`src/rtl/execute_stage.sv`:
```
// -----------------------------------------------------------------------------
// execute_stage
//
// EX stage of the 5-stage pipelined RISC-V core.
// - Selects forwarded operands (ID/EX value, writeback result, or the
//   registered EX/MEM ALU result).
// - Performs the ALU operation.
// - Resolves branches and jumps, and drives the fetch redirect
//   combinationally.
// - Registers results and pass-through control into the EX/MEM boundary.
//   That register holds its contents on stall_m and clears on rst.
//
// Ports
//   clk, rst                 clock, synchronous active-high reset
//   stall_m                  hold EX/MEM register
//   data1_E, data2_E         rs1/rs2 operands from ID/EX
//   RD_E                     destination register
//   imm_E                    extended immediate
//   pc_E, pcplus4_E          instruction PC and PC+4
//   B_J_E                    branch/jump type
//   alu_op_E                 ALU operation
//   alu_src_E                operand B select (0 rs2, 1 imm)
//   op1_src_E                operand A select (0 rs1, 1 pc)
//   memwrite_en_E, regwrite_en_E, extension_type_E, data_size_E, wb_src_E
//                            control passed through to MEM
//   forward_a, forward_b     forwarding selects from the hazard unit
//   wb_result_W              writeback-stage result
//   pc_src_E, pc_target_E    fetch redirect (combinational)
//   *_M                      registered EX/MEM outputs
// -----------------------------------------------------------------------------
module execute_stage #(
  parameter int SIZE = 32
) (
  input  logic            clk,
  input  logic            rst,
  input  logic            stall_m,
  input  logic [SIZE-1:0] data1_E,
  input  logic [SIZE-1:0] data2_E,
  input  logic [4:0]      RD_E,
  input  logic [SIZE-1:0] imm_E,
  input  logic [SIZE-1:0] pc_E,
  input  logic [SIZE-1:0] pcplus4_E,
  input  logic [2:0]      B_J_E,
  input  logic [3:0]      alu_op_E,
  input  logic            alu_src_E,
  input  logic            op1_src_E,
  input  logic            memwrite_en_E,
  input  logic            regwrite_en_E,
  input  logic            extension_type_E,
  input  logic [1:0]      data_size_E,
  input  logic [1:0]      wb_src_E,
  input  logic [1:0]      forward_a,
  input  logic [1:0]      forward_b,
  input  logic [SIZE-1:0] wb_result_W,
  output logic            pc_src_E,
  output logic [SIZE-1:0] pc_target_E,
  output logic [SIZE-1:0] alu_result_M,
  output logic [SIZE-1:0] write_data_M,
  output logic [SIZE-1:0] pcplus4_M,
  output logic [4:0]      RD_M,
  output logic            memwrite_en_M,
  output logic            regwrite_en_M,
  output logic            extension_type_M,
  output logic [1:0]      data_size_M,
  output logic [1:0]      wb_src_M
);

  logic [SIZE-1:0] srcA_fwd, srcB_fwd, op_a, op_b, alu_result;
  logic [4:0]      shamt;
  logic            taken;

  logic [SIZE-1:0] alu_result_q, write_data_q, pcplus4_q;
  logic [4:0]      rd_q;
  logic            memwrite_q, regwrite_q, ext_q;
  logic [1:0]      data_size_q, wb_src_q;

  // Forwarding: the MEM-stage source is the registered EX/MEM result, so a
  // held (stalled) value is still the one forwarded.
  always_comb begin
    srcA_fwd = data1_E;
    case (forward_a)
      2'b01:   srcA_fwd = wb_result_W;
      2'b10:   srcA_fwd = alu_result_q;
      default: srcA_fwd = data1_E;
    endcase
  end

  always_comb begin
    srcB_fwd = data2_E;
    case (forward_b)
      2'b01:   srcB_fwd = wb_result_W;
      2'b10:   srcB_fwd = alu_result_q;
      default: srcB_fwd = data2_E;
    endcase
  end

  assign op_a  = op1_src_E ? pc_E  : srcA_fwd;
  assign op_b  = alu_src_E ? imm_E : srcB_fwd;
  assign shamt = op_b[4:0];

  always_comb begin
    alu_result = '0;
    case (alu_op_E)
      4'd0:    alu_result = op_a + op_b;
      4'd1:    alu_result = op_a - op_b;
      4'd2:    alu_result = op_a << shamt;
      4'd3:    alu_result = {{(SIZE-1){1'b0}}, ($signed(op_a) < $signed(op_b))};
      4'd4:    alu_result = {{(SIZE-1){1'b0}}, (op_a < op_b)};
      4'd5:    alu_result = op_a ^ op_b;
      4'd6:    alu_result = op_a >> shamt;
      4'd7:    alu_result = $signed(op_a) >>> shamt;
      4'd8:    alu_result = op_a | op_b;
      4'd9:    alu_result = op_a & op_b;
      4'd10:   alu_result = op_b;
      default: alu_result = '0;
    endcase
  end

  // Branch comparisons always use the forwarded register operands, never
  // the ALU operand muxes, so they are independent of alu_op/alu_src.
  always_comb begin
    taken = 1'b0;
    case (B_J_E)
      3'b001:  taken = (srcA_fwd == srcB_fwd);
      3'b010:  taken = (srcA_fwd != srcB_fwd);
      3'b011:  taken = ($signed(srcA_fwd) <  $signed(srcB_fwd));
      3'b100:  taken = ($signed(srcA_fwd) >= $signed(srcB_fwd));
      3'b101:  taken = (srcA_fwd <  srcB_fwd);
      3'b110:  taken = (srcA_fwd >= srcB_fwd);
      3'b111:  taken = 1'b1;
      default: taken = 1'b0;
    endcase
  end

  assign pc_src_E    = taken;
  // Jumps (JAL and JALR) take the ALU sum with bit 0 cleared; branches use
  // a dedicated pc + imm adder.
  assign pc_target_E = (B_J_E == 3'b111) ? {alu_result[SIZE-1:1], 1'b0}
                                         : (pc_E + imm_E);

  // EX/MEM register: reset wins over stall.
  always_ff @(posedge clk) begin
    if (rst) begin
      alu_result_q <= '0;
      write_data_q <= '0;
      pcplus4_q    <= '0;
      rd_q         <= '0;
      memwrite_q   <= 1'b0;
      regwrite_q   <= 1'b0;
      ext_q        <= 1'b0;
      data_size_q  <= '0;
      wb_src_q     <= '0;
    end else if (!stall_m) begin
      alu_result_q <= alu_result;
      write_data_q <= srcB_fwd;
      pcplus4_q    <= pcplus4_E;
      rd_q         <= RD_E;
      memwrite_q   <= memwrite_en_E;
      regwrite_q   <= regwrite_en_E;
      ext_q        <= extension_type_E;
      data_size_q  <= data_size_E;
      wb_src_q     <= wb_src_E;
    end
  end

  assign alu_result_M     = alu_result_q;
  assign write_data_M     = write_data_q;
  assign pcplus4_M        = pcplus4_q;
  assign RD_M             = rd_q;
  assign memwrite_en_M    = memwrite_q;
  assign regwrite_en_M    = regwrite_q;
  assign extension_type_M = ext_q;
  assign data_size_M      = data_size_q;
  assign wb_src_M         = wb_src_q;

endmodule

```
`config.mk`:
```
export PLATFORM = sky130hd
export DESIGN_NAME = execute_stage
export DESIGN_NICKNAME = d
export VERILOG_FILES = /design/src/rtl/execute_stage.sv
export SDC_FILE = /design/constraint.sdc
export NUM_CORES = 1
export LEC_CHECK = 0
export ABC_AREA = 1
export ABC_CLOCK_PERIOD_IN_PS = 6600
export CORE_ASPECT_RATIO = 2
export CORE_MARGIN = 8
export CORE_UTILIZATION = 55
export DETAILED_ROUTE_END_ITERATION = 10
export PLACE_DENSITY = 0.86
export SLEW_MARGIN = 20
export SYNTH_ARGS = -nofsm -noshare
export SYNTH_HDL_FRONTEND = slang
export SYNTH_SLANG_ARGS = --single-unit
```
`constraint.sdc`:
```
create_clock -name clk -period 6.6 [get_ports clk]
set_clock_uncertainty 0.2 [all_clocks]
set_input_delay 1.32 -clock clk [delete_from_list [all_inputs] [get_ports clk]]
set_output_delay 1.32 -clock clk [all_outputs]
set_load 0.05 [all_outputs]
```
==> impl_metrics.ini, run 1 <==
[run_status]
failing_step = 5_1_grt
error_line = [ERROR GRT-0116] Global routing finished with congestion. Check the congestion regions in the DRC Viewer.
outcome = stopped before the end

[synthesis]
ys_types = 60
ys_top_cells_by_area = nand2_1, nand3_1, dfxtp_1, ha_1, inv_1
synth_edf_count = 0
ys_ff_latch = 108
syn_inst = 3496
synth_common_cells = nand2_1, nand3_1, inv_1, nor2_1, a21oi_1
avgSynthCellArea_um2 = 5.572
yosys.area.top_type = nand2_1
ys_seq_area_share_pct = 11.10
synth.top_cell.area_share_pct = 18.27
synth.most_common_cell = nand2_1
synth_area_um2 = 19480
synth_nets = 3886
yosys_warnings = 0
async_reset_ff_share_pct = 0
ys.flop_type = dfxtp_1

[placement]
numPortBuffers = 360
post-place-ws_ps = -550.1
dp_hpwl_mm = 94.70
place_congestion = 1.381

[grt]
grt_pass1_wl_mm = 246.6
grt_max_degree = 76
grt_overflow_total = 807
grt_pass1_vias = 35820
grtUsageTotal_pct = 75.59

[die]
start_util_pct = 55.73
rows = 97
die_height_um = 282.1
ioPinCount = 361
die_w_um = 149.1

[cts]
max-clock-path-buffers = 2
clock-sinks = 108
cts_htree_levels = 3
cts_buffers = 9
cts-root-buf = clkbuf_16
-- repair_timing --
action | in CTS
pin swaps | 52
buffers inserted | 44
gates cloned | 2
gates resized for setup | 261
hold buffers | 0
endpoints found under the setup margin | 30
-- kinds of logic after synthesis --
| family | count (synthesis) | synth area share [%] |
|---|---|---|
| fa+ha+maj | 170 | 11.04 |
| buf+inv | 549 | 12.51 |
| simple gates | 1989 | 44.94 |
| compound gates | 662 | 19.60 |
| flops | 108 | 11.10 |
| xor+xnor | 18 | 0.8093 |
-- per-stage QoR --
step | utilization (%) | cell area [um2] | instances
after floorplan | - | 19480 | 3496
after global placement | 76.41 | 26710 | 4610
after detailed placement | 76.41 | 26710 | 4610
after CTS | 80.92 | 28280 | 4671
-- layer usage --
| metal | track usage, % | overflow |
|---|---|---|
| met2 | 97.44 | 536 |
| met4 | 80.77 | 242 |
| met5 | 22.00 | 1 |
| met3 | 58.40 | 12 |
| met1 | 70.29 | 16 |
==> run 2: changes to the inputs <==
Settings changed: CORE_ASPECT_RATIO 2 to unset, CORE_UTILIZATION 55 to 40, PLACE_DENSITY 0.86 to unset, PLACE_DENSITY_LB_ADDON set to 0.15.
==> impl_metrics.ini, run 2 <==
[synthesis]
ys_top_cells_by_area = nand2_1, nand3_1, dfxtp_1, ha_1, inv_1
ys.flop_type = dfxtp_1
async_reset_ff_share_pct = 0
synth.top_cell.area_share_pct = 18.27
synth.most_common_cell = nand2_1
synth_common_cells = nand2_1, nand3_1, inv_1, nor2_1, a21oi_1
syn_inst = 3496
yosys_warnings = 0
avgSynthCellArea_um2 = 5.572
ys_ff_latch = 108
synth_edf_count = 0
ys_seq_area_share_pct = 11.10
synth_nets = 3886
synth_area_um2 = 19480
ys_types = 60
yosys.area.top_type = nand2_1

[die]
ioPinCount = 361
start_util_pct = 40.12
die_height_um = 236.7
rows = 81
die_w_um = 236.7
die_area_um2 = 56020
placeableCoreArea_um2 = 48550

[power]
power.total_mw = 5.729
power.internal_mw = 2.755
p_per_area_nw_per_um2 = 194.1
pwr-share-seq_pct = 13.0
p_sw_share_pct = 51.91
clkPwrFrac_pct = 10.4
p_comb_share_pct = 76.5
ir_worst_vdd_uv = 125.6
p_sw_mw = 2.974
power.leakage_nw = 14.44

[layout]
final_cell_mix = nand2_1, buf_4, nand3_1, inv_1, clkdlybuf4s50_1
design_area_um2 = 29520
final_common_cell = nand2_1
nFillCells = 4932
final_core_util_pct = 60.81
nets = 4702
drive_gt1_share_pct = 24.60
area_growth_syn_to_layout_pct = 51.54

[sta]
grt_setup_unrepaired = false
period_minus_slack_ps = 6437
tns_ps = 0
hold_viol = 0
worstMarginPinSlew_ps = 1148
fmax_mhz = 155.4
setup_violations = 0
timing.hold.ws_ps = 285.1
maxSlewHeadroom_pct = 23.49
slew_violations = 0
fin_crit_sh_pct = 97.53

[grt]
grt_pass1_wl_mm = 170.8
grt_pass1_vias = 25870
grtUsageTotal_pct = 40.22
antenna_found_initial = 6
grt_max_degree = 91
grt_overflow_total = 0

[cts]
clock-sinks = 108
cts_htree_levels = 3
clkTransAtPathRegs_ps = 80
cts-root-buf = clkbuf_16
cts_buffers = 9
max-clock-path-buffers = 2
clk_latency_ps = 390
cts_tree = done
cts_hold_buf = 0

[route]
wl_mm = 119.1
drtIter0Drc = 3410
drtPass1Iterations = 8
postRouteAntennaNets = 0
wl_per_cell_um = 24.10
drc = 0
vias = 28320
viasPerCell = 5.728

[critical_path]
cpMaxStageDelayCell = fa_1
critical_path_class = input port to primary output
r2r_slack_ps = 2710
start_kind = input port
crit_path_max_incr_delay_ps = 370
required_ps = 5080
critPathMaxFanout = 26
cp-end-kind = primary output
arrival_ps = 4920

[placement]
dp_hpwl_mm = 98.64
place_congestion = 1.104
dpl_cell_area_um2 = 27800
numPortBuffers = 360

[run_status]
outcome = finished clean

[job]
maxCapViolCount = 0

[worst_hold_path]
hp-class = flop to flop
## run 2: kinds of logic (layout without fill, tap and decap cells)
kind of cell	count (synthesis)	after routing	share of synthesized area (%)
AO/OA/AOI/OAI	662	662	19.60
adder cells (fa/ha/maj)	170	170	11.04
buffers and inverters	549	1370	12.51
other	0	5	0
XOR/XNOR	18	18	0.8093
AND/OR/NAND/NOR	1989	1989	44.94
flip-flops	108	108	11.10
## run 2: metal layers
metal  share of wire [%]  track usage [%]  routed length [um]
met1                  40            52.00               47720
met2                  44            63.34               52300
met5              0.0076                0                   9
met4                 5.5            19.57                6537
met3                  11            8.056               12580
## run 2: path summary, 6_finish.rpt
| kind | startpoint | cells after the start | endpoint |
|---|---|---|---|
| worst max-delay path | forward_a[0] | 29 | pc_target_E[20] |
| worst min-delay path | pcplus4_M[7] | 2 | pcplus4_M[7] |
| worst max register to register | alu_result_M[0] | 27 | alu_result_M[24] |
| worst min register to register | pcplus4_M[7] | 2 | pcplus4_M[7] |
## run 2: power groups by stage
| stage | sequential (mW) | combinational (mW) | clock (mW) |
|---|---|---|---|
| after detailed placement | 0.760 | 3.98 | 0 |
| after floorplan | 0.930 | 1.87 | 0 |
| final | 0.748 | 4.38 | 0.597 |
| after global routing | 0.751 | 4.63 | 0.625 |
| after global placement | 0.758 | 3.98 | 0 |
| after CTS | 0.745 | 4.16 | 0.603 |
## run 2: what timing repair did
item,in CTS,in global routing
buffers inserted,14,9
gates resized for setup,187,135
cloned,1,2
pin swaps,28,38
endpoints found under the setup margin,29,31
## run 2: through the flow
step / setup slack, ps / std cells
floorplan: 215.0 / 3496
global placement: -599.8 / 4897
detailed placement: -582.9 / 4897
CTS: -15.50 / 4928
global route: 50.00 / 4942
finish: 163.0 / 4944
## run 2: final cells by class
type	count	area, um2	share of cell area, %
Multi-Input combinational cell	2839	16000	54.20
Inverter	371	1405	4.760
Sequential cell	108	2162	7.325
Tap cell	622	778.2	2.636
Clock buffer	9	225.2	0.7630
Clock inverter	7	88.84	0.3009
Timing Repair Buffer	983	8847	29.97
Antenna cell	5	12.51	0.04239
## run 2: critical path, delay by kind of cell
kind,cells,cell delay (ps)
adder cells (fa/ha/maj),3,780
buffers and inverters,13,1390
AND/OR/NAND/NOR,11,1110
AO/OA/AOI/OAI,2,280
Note: power is estimated with default switching activity, not from simulation.
